File: src/rtl/inst_cache_pkg.sv
// Shared I-cache refill definitions: geometry, FSM state encoding and line type.
package inst_cache_pkg;

    localparam int unsigned LINE  = 128;
    localparam int unsigned BLOCK = 8;
    localparam int unsigned IDX_W = $clog2(LINE);
    localparam int unsigned OFF_W = $clog2(BLOCK) + 2;
    localparam int unsigned CNT_W = $clog2(BLOCK);

    typedef enum logic [2:0] {
        S_IDLE,
        S_AR,
        S_RD,
        S_WR,
        S_DONE
    } state_t;

    typedef logic [32*BLOCK-1:0] line_t;

endpackage

File: src/rtl/refill_line_buf.sv
// Line buffer for one refill: beats are written at the running beat count, whole line read flat.
module refill_line_buf
    import inst_cache_pkg::*;
(
    input  logic             clk,
    input  logic             resetn,
    input  logic             clr,
    input  logic             wr_en,
    input  logic [31:0]      wdata,
    output logic [CNT_W-1:0] count,
    output line_t            line
);

    logic [31:0] words [BLOCK];

    always_ff @(posedge clk or negedge resetn) begin
        if (!resetn) begin
            count <= '0;
        end else if (clr) begin
            count <= '0;
        end else if (wr_en) begin
            count <= count + CNT_W'(1);
        end
    end

    // Storage needs no reset: it is only observed after a full line has been written.
    always_ff @(posedge clk) begin
        if (wr_en) begin
            words[count] <= wdata;
        end
    end

    always_comb begin
        line = '0;
        for (int unsigned i = 0; i < BLOCK; i++) begin
            line[32*i +: 32] = words[i];
        end
    end

endmodule

File: src/rtl/inst_refill_unit.sv
// I-cache miss refill engine: one INCR burst per miss, single-cycle line write, critical-word forward.
module inst_refill_unit
    import inst_cache_pkg::*;
(
    input  logic               clk,
    input  logic               resetn,
    input  logic               miss_valid,
    input  logic [31:0]        miss_addr,
    output logic               miss_ready,
    output logic               ar_valid,
    output logic [31:0]        ar_addr,
    output logic [7:0]         ar_len,
    input  logic               ar_ready,
    input  logic               r_valid,
    input  logic [31:0]        r_data,
    input  logic               r_last,
    output logic               r_ready,
    output logic               ram_en,
    output logic [4*BLOCK-1:0] ram_wen,
    output logic [IDX_W-1:0]   ram_index,
    output line_t              ram_wdata,
    output logic               crit_valid,
    output logic [31:0]        crit_data,
    output logic               refill_done,
    output logic               bus_err
);

    state_t           state;
    logic [31:2]      addr_q;
    logic [CNT_W-1:0] count;
    line_t            line;
    logic             beat;
    logic             last_cnt;
    logic             unused_addr_bits;

    assign unused_addr_bits = ^miss_addr[1:0];

    assign beat     = r_valid & r_ready;
    assign last_cnt = (count == CNT_W'(BLOCK - 1));

    refill_line_buf u_buf (
        .clk    (clk),
        .resetn (resetn),
        .clr    ((state == S_AR) & ar_ready),
        .wr_en  (beat),
        .wdata  (r_data),
        .count  (count),
        .line   (line)
    );

    assign ar_addr   = {addr_q[31:OFF_W], {OFF_W{1'b0}}};
    assign ar_len    = 8'(BLOCK - 1);
    assign ram_index = addr_q[OFF_W+IDX_W-1:OFF_W];
    assign ram_wen   = {(4*BLOCK){ram_en}};
    assign ram_wdata = ram_en ? line : '0;

    assign crit_valid = beat && (count == addr_q[OFF_W-1:2]);
    assign crit_data  = crit_valid ? r_data : '0;

    always_ff @(posedge clk or negedge resetn) begin
        if (!resetn) begin
            state       <= S_IDLE;
            addr_q      <= '0;
            miss_ready  <= 1'b1;
            ar_valid    <= 1'b0;
            r_ready     <= 1'b0;
            ram_en      <= 1'b0;
            refill_done <= 1'b0;
            bus_err     <= 1'b0;
        end else begin
            // Framing is only reported; completion follows the beat count alone.
            if (beat && (r_last != last_cnt)) begin
                bus_err <= 1'b1;
            end
            case (state)
                S_IDLE: begin
                    if (miss_valid) begin
                        addr_q     <= miss_addr[31:2];
                        miss_ready <= 1'b0;
                        ar_valid   <= 1'b1;
                        state      <= S_AR;
                    end
                end
                S_AR: begin
                    if (ar_ready) begin
                        ar_valid <= 1'b0;
                        r_ready  <= 1'b1;
                        state    <= S_RD;
                    end
                end
                S_RD: begin
                    if (beat && last_cnt) begin
                        r_ready <= 1'b0;
                        ram_en  <= 1'b1;
                        state   <= S_WR;
                    end
                end
                S_WR: begin
                    ram_en      <= 1'b0;
                    refill_done <= 1'b1;
                    state       <= S_DONE;
                end
                S_DONE: begin
                    refill_done <= 1'b0;
                    miss_ready  <= 1'b1;
                    state       <= S_IDLE;
                end
                default: state <= S_IDLE;
            endcase
        end
    end

endmodule

File: config.mk
export PLATFORM = sky130hd
export DESIGN_NAME = inst_refill_unit
export DESIGN_NICKNAME = d
export VERILOG_FILES = /design/src/rtl/inst_cache_pkg.sv /design/src/rtl/refill_line_buf.sv /design/src/rtl/inst_refill_unit.sv
export SDC_FILE = /design/constraint.sdc
export NUM_CORES = 1
export LEC_CHECK = 0
export ABC_CLOCK_PERIOD_IN_PS = 9000
export CAP_MARGIN = 20
export CORE_MARGIN = 10
export CORE_UTILIZATION = 48
export DETAILED_ROUTE_END_ITERATION = 8
export PLACE_DENSITY = 0.95
export RECOVER_POWER = 50
export SETUP_SLACK_MARGIN = 0.3
export SLEW_MARGIN = 20
export SYNTH_ARGS = -nofsm -noshare
export SYNTH_HDL_FRONTEND = slang
export SYNTH_SLANG_ARGS = --single-unit
export TNS_END_PERCENT = 100
File: constraint.sdc
create_clock -name clk -period 9 [get_ports clk]
set_input_delay 1.35 -clock clk [delete_from_list [all_inputs] [get_ports clk]]
set_output_delay 1.35 -clock clk [all_outputs]
set_load 0.05 [all_outputs]
---- Word level (Yosys, flattened, before mapping) ----
Memories as Yosys holds them, arrays and structs flattened.
Index checks and enable logic that the tools add are counted.
storage, ports and cells
  bits in registers ....................... 42
  RAM bits ................................ 256
  bits of input ports ..................... 70
  output and inout port bits .............. 374
  logic and storage cells ................. 60
  memories ................................ 1
memories
  memory       depth  width  rd ports  clocked after Yosys merged registers in  wr ports  line                   RTL
  u_buf.words  8      32     8         0                                        1         refill_line_buf.sv:14  logic [31:0] words [BLOCK];
cells by class
  add/subtract/negate cells ............... 1
  equal/unequal tests ..................... 10
  multiplexer cells ....................... 21
  bitwise operators ....................... 2
  reduce and logical (&&, ||, !) cells .... 16
operators by type and width
  operator                                             count
  2-to-1 mux 256 bit                                   1
  2-to-1 mux 32 bit                                    1
  2-to-1 mux 3 bit                                     5
  case mux 3 bit (4 select lines)                      1
  nonzero test 2 bit                                   6
  case mux 1 bit (2 select lines)                      5
  AND reduction 3 bit                                  3
  2-to-1 mux 1 bit                                     8
  equality test 3 x 2 -> 1 bit, second input constant  2
  equality test 3 bit, second input constant           2
  != test 2 bit, second input constant                 3
  AND reduction 2 bit                                  3
  adder 3 x 1 -> 3 bit, second input constant          1
  equality test 3 x 1 -> 1 bit, second input constant  1
  equality test 3 bit                                  1
  logical AND 1 bit                                    3
  zero test 3 bit                                      1
  bitwise AND 1 bit                                    2
  != test 1 bit                                        1

---- Depth between registers and ports, before layout ----
Gate-level depths: netlist of the first run.
  word-level depth ........................ 4
  gate-level depth with buffers ........... 5
  gate-level depth less buffers ........... 4

---- Cells and area by module ----
A second synthesis of the first run with hierarchy kept.
second synthesis, totals
  cell total of the unflattened synthesis .. 789
  area, all modules ....................... 12004.0 um^2
by module, submodules not included
  module            instances  cells an instance  area an instance (um^2)  sequential area each (um^2)
  refill_line_buf   1          280                7887.6                   7762.4
  inst_refill_unit  1          509                4116.4                   977.2

---- Least setup slack after synthesis of the first run ----
Ideal clock, no wire load.
  path kind ............................... input -> register
  start point ............................. in r_valid
  end point ............................... mem u_buf.words[0][0], enable pin
  setup time .............................. 0.502 ns
  arrival time ............................ 4.625 ns
  data required time ...................... 8.498 ns
  setup slack ............................. 3.873 ns
  stages on the path ...................... 2
  buffers on the path ..................... 0
  cells stage by stage .................... nand2_1 nor4_1
between the ends
  cells in the longest elaborated chain, start to end .. 3
RTL lines
  what                                    line                    RTL
  from (decl)                             inst_refill_unit.sv:14  input logic r_valid,
  bitwise AND 1 bit                       inst_refill_unit.sv:38  assign beat = r_valid & r_ready;
  2-to-1 mux 1 bit                        refill_line_buf.sv:28   if (wr_en) begin
  2-to-1 mux 1 bit (not written as such)  refill_line_buf.sv:29   words[count] <= wdata;
  to (decl)                               refill_line_buf.sv:14
Every way passes these cells.

---- Final worst setup path of the first run ----
  start point ............................. in r_valid
  end point ............................... out crit_data[15]
between the ends
  cells in the longest elaborated chain, start to end .. 3
RTL lines
  what               line                    RTL
  bitwise AND 1 bit  inst_refill_unit.sv:38
  logical AND 1 bit  inst_refill_unit.sv:57  assign crit_valid = beat && (count == addr_q[OFF_W-1:2]);
  2-to-1 mux 32 bit  inst_refill_unit.sv:58  assign crit_data = crit_valid ? r_data : '0;
  to (decl)          inst_refill_unit.sv:23  output logic [31:0] crit_data,
Every way passes these cells.

==> run_results.csv, run 1 <==
group,metric,value,unit
timing,setup_viol,0,
timing,fin_crit_sh,60.7,%
global_routing,antenna_found_initial,0,
logic_synthesis,synth_cell_type_count,34,
run_status,status,"finished with violations",
worst_hold_path,min_path_cells,1,
global_routing,grt_overflow,0,
layout,drive_gt1_share,6.19,%
setup_path,cp.required,7650,ps
power_and_ir_drop,p_sw_share,41.9,%
floorplan,die_area,32100,um2
routing,dr.pass1.iters,4,
timing,final_hold_viol_count,0,
layout,diodes,0,
setup_path,arrival,4110,ps
floorplan,die_w,179,um
setup_path,endpoint_kind,"output port",
layout,area_growth_syn_to_layout,39.9,%
setup_path,critPathLaunchType,"primary input",
logic_synthesis,yosys.area_share.adder,0.206,%
timing,period_needed,5460,ps
power_and_ir_drop,p_int,3.13,mW
floorplan,io_pins,444,
setup_path,criticalPathCategory,"in -> out",
logic_synthesis,yosysSeqAreaShare,71.9,%
routing,viasPerCell,4.96,
logic_synthesis,synth-xor-area-share,0.360,%
logic_synthesis,synthTopCellsByArea,"edfxtp_1 (63%), and2_1 (15%), dfrtp_1 (8.4%)",
logic_synthesis,avgSynthCellArea,15.4,um2
layout,final_common_cell,"clkdlybuf4s50_1",
floorplan,die_h,179,um
power_and_ir_drop,peakVddDrop,0.351,mV
logic_synthesis,ys_ff_latch,298,
cts,hold_buffers,0,
routing,vias,7497,
cts,clk_pin_slew_worst_paths,60,ps
timing,drv_slew,115,
place,numPortBuffers,428,
logic_synthesis,synth_area,12200,um2
routing,wirelength,35.8,mm
timing,setup_slack,3540,ps
cts,clockBufferDepth,3,
logic_synthesis,syn_inst,788,
logic_synthesis,synth_top_family_by_area,"simple AND/OR/NAND/NOR gates",
global_routing,grt_pass1_vias,7833,
power_and_ir_drop,pwr-share-seq,35.0,%
floorplan,floorplan.initialDensity,48.5,%
logic_synthesis,synth-edff-count,256,
power_and_ir_drop,p_leak,5.99,nW
cts,cts.sinks,298,
floorplan,core_area,25000,um2
routing,final_antenna_net_count,0,
logic_synthesis,ys_warn_count,0,
logic_synthesis,synth_top_flop_cell,"edfxtp_1",
logic_synthesis,muxShareOfSynthArea,3.79,%
timing,finClkSkew,16.6,ps
worst_hold_path,min_path_type,"reg -> reg",
place,dpl_worst_slack,2990,ps
timing,final.setup.tns,0,ps
floorplan,rows,58,
cts,clk_latency,550,ps
cts,numCtsBuffers,29,
cts,cts_tree,"yes",
layout,nFillCells,1626,
cts,htreeDepth,1,
logic_synthesis,yosys.area.top_type,"edfxtp_1",
global_routing,grt_usage,20.7,%
timing,rsz0062_at_grt,"no",
power_and_ir_drop,pwr-share-comb,43.8,%
setup_path,r2r_cells,3,
routing,drt_iter0_markers,525,
timing,clock.fmax,183,MHz
cts,clock-root-buffer,"clkbuf_16",
run_status,violations,"capacitance limit, slew limit",
place,place_congestion,0.785,
power_and_ir_drop,switchingPower,2.26,mW
setup_path,crit_fanout,20,
place,hpwl,25.2,mm
power_and_ir_drop,power_density,317,nW/um2
cts,post_cts_buffers,0,
global_routing,grt_max_degree,148,
power_and_ir_drop,clkPwrFrac,21.3,%
run,drv_cap,4,
timing,tightestPinTransition,2460,ps
routing,wl_per_cell,23.7,um
layout,final_cell_mix,"clkdlybuf4s50_1 (393), and2_1 (288), edfxtp_1 (256), dfrtp_1 (40), dlygate4sd3_1 (34)",
layout,fin_nets,1231,
logic_synthesis,synth_top_area_share,63.3,%
cts,ctsResizeCount,0,
logic_synthesis,synth_compound_area_share,0.556,%
logic_synthesis,synthSimpleGateAreaFrac,16.5,%
global_routing,grt_pass1_wl,49.8,mm
logic_synthesis,synthArstFlopShare,14.1,%
layout,utilization,67.9,%
timing,slew_headroom,-64.8,%
power_and_ir_drop,finalPower,5.39,mW
routing,drcViolationCount,0,
[cell type report]
class	instances	area, um2	area share, %
Sequential cell	298	8740	51.4
Timing Repair Buffer	445	4400	25.9
Multi-Input combinational cell	382	2540	15.0
Clock buffer	35	748	4.40
Tap cell	330	413	2.43
Clock inverter	17	144	0.846
Inverter	3	11.3	0.0662
[cells in the mapped netlist (3+ instances only)]
cell	instances
inv_1	3
buf_12	3
nor2_1	5
edfxtp_1	256
clkbuf_1	29
mux2_4	30
nor3_1	4
and2_1	290
nand2_1	9
nand2b_1	3
buf_2	4
dfrtp_1	41
a21oi_1	3
buf_4	79
xor2_1	4
[metrics by stage]
step / hold slack, ps / instances / instance area [um2]
floorplan: 483 / 799 / 12200
global placement: 440 / 1456 / 16300
detailed placement: 469 / 1456 / 16300
CTS: 483 / 1508 / 17200
global route: 494 / 1510 / 17000
finish: 478 / 1510 / 17000
[routing by layer]
layer / GRT usage, % / up-vias / wire length [um]
met3: 6.00 / 75 / 3600
met5: 0 / - / 0
met4: 8.81 / 0 / 1280
li1: - / 3339 / -
met2: 36.9 / 409 / 18300
met1: 22.5 / 3674 / 12600
[worst paths after layout]
kind	startpoint	to	slack [ps]
max	r_valid	crit_data[15]	3540
min	bus_err	bus_err	480
max reg2reg	state[0]	addr_q[25]	5640
min reg2reg	bus_err	bus_err	480
max in group asynchronous	resetn	ram_en	5970
min in group asynchronous	resetn	addr_q[21]	1460
[flip-flops by register name, summed over array words and instances, names as in the netlist]
register / flops
u_buf.words: 256
addr_q: 30
state: 3
u_buf.count: 3
ar_valid: 1
bus_err: 1
miss_ready: 1
r_ready: 1
ram_en: 1
refill_done: 1
[cells by family (layout without fill, tap and decap cells)]
kind of cell | Yosys count | count (layout)
AOI/OAI and AO/OA | 11 | 11
xor gates and xnor gates | 5 | 5
adders and majority gates | 2 | 2
buffers and inverters | 119 | 500
DFF | 298 | 298
muxes | 31 | 31
other | 2 | 13
and+or+nand+nor | 320 | 320
[power groups by stage]
stage / Combinational, mW / Clock (mW) / Sequential [mW]
after floorplan: 1.77 / 0 / 1.89
after global placement: 2.37 / 0 / 1.91
after detailed placement: 2.42 / 0 / 1.93
after CTS: 2.43 / 1.17 / 1.91
after global routing: 2.45 / 1.22 / 1.91
final: 2.36 / 1.15 / 1.88
[critical path: stages]
cell,delay (ps)
dlygate4sd3_1,600
nand2_1,210
nor4_4,530
buf_4,360
and2_1,200
clkdlybuf4s50_1,860
Power figures use the tool's default switching activity.
==> run 2: changes to the inputs <==
--- a/config.mk
+++ b/config.mk
@@ -5,12 +5,12 @@
 export SDC_FILE = /design/constraint.sdc
 export NUM_CORES = 1
 export LEC_CHECK = 0
-export ABC_CLOCK_PERIOD_IN_PS = 9000
+export ABC_CLOCK_PERIOD_IN_PS = 5680
 export CAP_MARGIN = 20
 export CORE_MARGIN = 10
-export CORE_UTILIZATION = 48
+export CORE_UTILIZATION = 45
 export DETAILED_ROUTE_END_ITERATION = 8
-export PLACE_DENSITY = 0.95
+export PLACE_DENSITY = 0.92
 export RECOVER_POWER = 50
 export SETUP_SLACK_MARGIN = 0.3
 export SLEW_MARGIN = 20
==> constraint.sdc (replaced) <==
create_clock -name clk -period 5.68 [get_ports clk]
set_input_delay 0.852 -clock clk [delete_from_list [all_inputs] [get_ports clk]]
set_output_delay 0.852 -clock clk [all_outputs]
set_load 0.05 [all_outputs]
==> run 2 against run 1 <==
The run still ends with capacitance limit, slew limit left. Hold slack improved by 7.5 ps. Highest routed layer unchanged. Via count fell by 0.81%. Sequential power rose by 58%. Clock skew rose by 7.5 ps. Total power rose by 64%. Setup slack got worse by 2000 ps. Clock-buffer cell count fell by 1. Non-clock buffer count fell by 1. Register-to-register slack got worse by 3400 ps. First-iteration DRC count fell by 19%. Routed wire length fell by 0.60%.
==> run_results.csv, run 2 (synthesized netlist as in run 1, its figures left out) <==
group,metric,value,unit
run_status,status,"finished with violations",
run_status,violations,"capacitance limit, slew limit",
setup_path,critPathLaunchType,"primary input",
timing,finClkSkew,24.1,ps
worst_hold_path,min-delay-start,"miss_ready",
timing,whs,486,ps
cts,numCtsBuffers,29,
routing,vias,7436,
timing,fin_crit_sh,73.4,%
routing,dr.pass1.iters,4,
place,placed_cell_area,16300,um2
cts,cts_tree,"yes",
power_and_ir_drop,clkPwrFrac,23.8,%
cts,clockBufferDepth,3,
power_and_ir_drop,power_density,514,nW/um2
global_routing,grt_max_degree,168,
power_and_ir_drop,pwr-share-seq,33.6,%
layout,largest_register,"u_buf.words",
setup_path,r2r_cells,3,
cts,htreeDepth,1,
global_routing,grt_pass1_wl,51.5,mm
setup_path,timing.rr.start,"state[0]",
worst_hold_path,min_path_type,"reg -> reg",
power_and_ir_drop,p_int,5.21,mW
floorplan,floorplan.initialDensity,45.5,%
global_routing,grt_usage,20.1,%
layout,drive_gt1_share,7.28,%
global_routing,grt_pass1_vias,8045,
layout,utilization,64.4,%
place,hpwl,24.9,mm
floorplan,die_h,184,um
power_and_ir_drop,peakVddDrop,0.472,mV
layout,multiInputGateArea,2550,um2
power_and_ir_drop,switchingPower,3.63,mW
global_routing,grt_overflow,0,
layout,largest_reg_flops,256,
layout,reg_top3,"u_buf.words: 256 flops, addr_q: 30 flops",
cts,post_cts_buffers,0,
layout,fin_area,17200,um2
setup_path,endpoint_kind,"output port",
layout,area_growth_syn_to_layout,41.6,%
floorplan,die_area,34000,um2
timing,tightestPinTransition,2630,ps
power_and_ir_drop,finalPower,8.84,mW
floorplan,core_area,26700,um2
floorplan,rows,60,
floorplan,io_pins,444,
routing,viasPerCell,4.88,
cts,clk_latency,560,ps
setup_path,reg2reg_slack,2210,ps
floorplan,die_w,184,um
cts,cts.sinks,298,
setup_path,r2r_end,"addr_q[4]",
setup_path,criticalPathCategory,"in -> out",
layout,nFillCells,1859,
timing,slew_headroom,-75.8,%
timing,drv_slew,149,
power_and_ir_drop,p_sw_share,41.1,%
routing,drt_iter0_markers,424,
timing,rsz0062_at_grt,"no",
timing,setup_viol,0,
layout,fin_nets,1230,
run,drv_cap,5,
worst_hold_path,worstHoldEndpoint,"miss_ready",
timing,final.setup.tns,0,ps
setup_path,cp.required,4830,ps
timing,period_needed,4170,ps
layout,final_cell_mix,"clkdlybuf4s50_1 (393), and2_1 (288), edfxtp_1 (256), dfrtp_1 (40), dlygate4sd3_1 (34)",
cts,clock-root-buffer,"clkbuf_16",
place,place_congestion,0.780,
setup_path,crit_fanout,19,
timing,final_hold_viol_count,0,
timing,clock.fmax,240,MHz
routing,wirelength,35.5,mm
routing,final_antenna_net_count,0,
cts,hold_buffers,0,
routing,wl_per_cell,23.3,um
setup_path,crit_path_start,"r_valid",
cts,clk_pin_slew_worst_paths,60,ps
layout,final_common_cell,"clkdlybuf4s50_1",
setup_path,arrival,3320,ps
routing,drcViolationCount,0,
cts,ctsResizeCount,0,
place,numPortBuffers,428,
worst_hold_path,min_path_cells,2,
global_routing,antenna_found_initial,0,
layout,register_area,8740,um2
power_and_ir_drop,pwr-share-comb,42.6,%
power_and_ir_drop,p_leak,6.08,nW
-- run 2: cell count changes in the layout (fill, tap and decap cells not counted), moves of 2 or more --
cell / before / now
clkinv_1: 8 / 1
mux2_4: 1 / 4
clkinvlp_4: 0 / 3
buf_4: 7 / 5
clkinv_4: 1 / 3
buf_12: 0 / 3
clkbuf_1: 15 / 11
mux2_1: 10 / 8
bufinv_16: 2 / 6
clkbuf_8: 0 / 3
-- run 2: layer usage --
metal  vias to the layer above  global-route usage [%]  share of wire [%]
met5                         -                       0                  0
met4                         0                    7.11                3.7
met3                        80                    6.28                8.8
met2                       367                    36.2                 51
met1                      3647                    21.8                 36
li1                       3342                       -                  -
-- run 2: worst max-delay path: stages --
cell and delay, ps:
dlygate4sd3_1 590, nand2_1 220, nor4_4 280, buf_4 300
and2_1 200, clkdlybuf4s50_1 860
-- run 2: power by group through the flow --
stage,Clock [mW],Combinational (mW),Sequential [mW]
finish,2.11,3.76,2.97
global route,2.24,3.92,3.00
CTS,2.14,3.91,2.97
detailed placement,0,3.89,3.00
global placement,0,3.82,2.98
floorplan,0,2.80,3.00
-- run 2: worst max-delay path by stage --
stage	cells past startpoint	end
2_1_floorplan	2	u_buf.words[0][0]
3_3_place_gp	6	crit_data[15]
3_5_place_dp	6	crit_data[15]
4_1_cts	6	crit_data[21]
5_1_grt	6	crit_data[21]
6_report	6	crit_data[21]
-- run 2: cell type report --
cell class,instances,area share [%]
Inverter,3,0.0654
Clock inverter,20,1.71
Clock buffer,34,4.50
Antenna cell,1,0.0145
Timing Repair Buffer,444,25.6
Sequential cell,298,50.8
Tap cell,341,2.48
Multi-Input combinational cell,382,14.8
-- run 2: per-stage QoR --
stage	worst slack (ps)	cells
6_report	1510	1523
2_1_floorplan	1050	799
5_1_grt	1390	1522
3_5_place_dp	1580	1468
4_1_cts	1520	1522
3_3_place_gp	1650	1466
==> run 3: changes to the inputs <==
--- a/config.mk
+++ b/config.mk
@@ -5,7 +5,7 @@
 export SDC_FILE = /design/constraint.sdc
 export NUM_CORES = 1
 export LEC_CHECK = 0
-export ABC_CLOCK_PERIOD_IN_PS = 5680
+export ABC_CLOCK_PERIOD_IN_PS = 4000
 export CAP_MARGIN = 20
 export CORE_MARGIN = 10
 export CORE_UTILIZATION = 45
==> constraint.sdc (replaced) <==
create_clock -name clk -period 4 [get_ports clk]
set_input_delay 0.6 -clock clk [delete_from_list [all_inputs] [get_ports clk]]
set_output_delay 0.6 -clock clk [all_outputs]
set_load 0.05 [all_outputs]
==> run 3 against run 2 <==
The run still ends with capacitance limit, slew limit left. Sequential power rose by 43%. Hold slack worse by 8.3 ps. Total power rose by 40%. Clock skew is 11 ps lower. Critical path type unchanged.
==> run_results.csv, run 3 (synthesized netlist as in run 1, its figures left out) <==
group,metric,value,unit
timing,rsz0062_at_grt,"no",
setup_path,r2r_cells,3,
timing,tightestPinTransition,2510,ps
timing,final_hold_viol_count,0,
power_and_ir_drop,finalPower,12.4,mW
routing,final_antenna_net_count,0,
layout,utilization,64.3,%
floorplan,floorplan.initialDensity,45.5,%
floorplan,die_h,184,um
layout,diodes,0,
floorplan,die_area,34000,um2
floorplan,io_pins,444,
timing,fin_crit_sh,88.2,%
layout,final_common_cell,"clkdlybuf4s50_1",
place,place_congestion,0.777,
routing,dr_wl_met2,18.1,mm
run_status,status,"finished with violations",
layout,reg_top3,"u_buf.words: 256 flops, addr_q: 30 flops",
timing,whs,477,ps
layout,fin_nets,1235,
routing,wl_per_cell,23.0,um
run_status,violations,"capacitance limit, slew limit",
layout,largest_register,"u_buf.words",
timing,final.setup.tns,0,ps
cts,clk_pin_slew_worst_paths,60,ps
global_routing,grt_usage,19.9,%
cts,cts.sinks,298,
routing,wl_met3,3.02,mm
routing,wirelength,35.2,mm
power_and_ir_drop,power_density,721,nW/um2
floorplan,die_w,184,um
layout,area_growth_syn_to_layout,41.4,%
power_and_ir_drop,peakVddDrop,0.754,mV
setup_path,endpoint_kind,"output port",
cts,numCtsBuffers,30,
setup_path,crit_fanout,18,
place,place_inst,1472,
setup_path,cp.required,3400,ps
global_routing,antenna_found_initial,0,
global_routing,grt_pass1_wl,51.3,mm
cts,clk_latency,560,ps
routing,maxUsedRoutingLayer,"met4",
floorplan,core_area,26700,um2
setup_path,critPathLaunchType,"primary input",
timing,setup_viol,0,
global_routing,grt_overflow,0,
place,hpwl,24.8,mm
place,numPortBuffers,428,
cts,clockBufferDepth,3,
floorplan,rows,60,
timing,period_needed,3530,ps
cts,hold_buffers,0,
routing,vias,7407,
timing,clock.fmax,284,MHz
routing,drcViolationCount,0,
layout,largest_reg_flops,256,
setup_path,criticalPathCategory,"in -> out",
timing,finClkSkew,13.4,ps
routing,viasPerCell,4.85,
global_routing,grt_max_degree,135,
timing,slew_headroom,-68.0,%
setup_path,arrival,2930,ps
global_routing,grt_pass1_vias,8094,
routing,drt_iter0_markers,395,
layout,final_cell_mix,"clkdlybuf4s50_1 (394), and2_1 (288), edfxtp_1 (256), dfrtp_1 (40), dlygate4sd3_1 (33)",
timing,drv_slew,125,
cts,ctsResizeCount,0,
setup_path,cp_slowest_cell,"clkdlybuf4s50_1",
layout,final_cell_count_no_fill,1528,
routing,dr.pass1.iters,4,
cts,clock-root-buffer,"clkbuf_16",
routing,wl_met1,12.9,mm
power_and_ir_drop,p_leak,6.08,nW
cts,post_cts_buffers,0,
setup_path,cp_cell_sequence,"dlygate4sd3_1, nand2_1, nor4_4, buf_4, and2_1, clkdlybuf4s50_1",
layout,drive_gt1_share,5.81,%
setup_path,cpPeakStageDelay,830,ps
cts,cts_tree,"yes",
worst_hold_path,min_path_cells,1,
worst_hold_path,min_path_type,"reg -> reg",
run,drv_cap,5,
cts,htreeDepth,1,
-- run 3: cell type report --
type	count	area [um2]
sequential	298	8740
multi-input combinational	382	2550
fill	1827	9540
clock buffer	38	811
timing repair buffer	448	4420
inverter	3	11.3
tap	341	427
clock inverter	18	225
-- run 3: stage by stage --
step | area (um2) | setup WS [ps]
after floorplan | 12200 | 308
after global routing | 17200 | 363
after global placement | 16400 | 560
after detailed placement | 16400 | 515
after CTS | 17400 | 383
final | 17200 | 473
-- run 3: per-layer routing --
metal	global-route usage (%)	vias to the layer above
met1	21.5	3667
met4	6.92	0
met2	35.7	325
met3	6.32	69
met5	0	-
li1	-	3346
-- run 3: critical path: cells and delay by family --
kind / cells / cell delay, ps
buf+inv: 3 / 1730
simple gates: 3 / 580
-- run 3: final timing paths --
| check | start | to | slack [ps] |
|---|---|---|---|
| worst max register to register | state[0] | addr_q[15] | 590 |
| worst min-delay path | bus_err | bus_err | 480 |
| worst max-delay path | r_valid | crit_data[23] | 470 |
| max in group asynchronous | resetn | ram_en | 1710 |
| min in group asynchronous | resetn | addr_q[17] | 710 |
| worst min register to register | bus_err | bus_err | 480 |
-- run 3: where the power goes --
| group | total (mW) | internal (mW) | leakage (nW) | switching [mW] |
|---|---|---|---|---|
| combinational | 5.28 | 1.60 | 2.75 | 3.68 |
| sequential | 4.24 | 3.97 | 2.81 | 0.275 |
| clock | 2.87 | 1.70 | 0.509 | 1.17 |
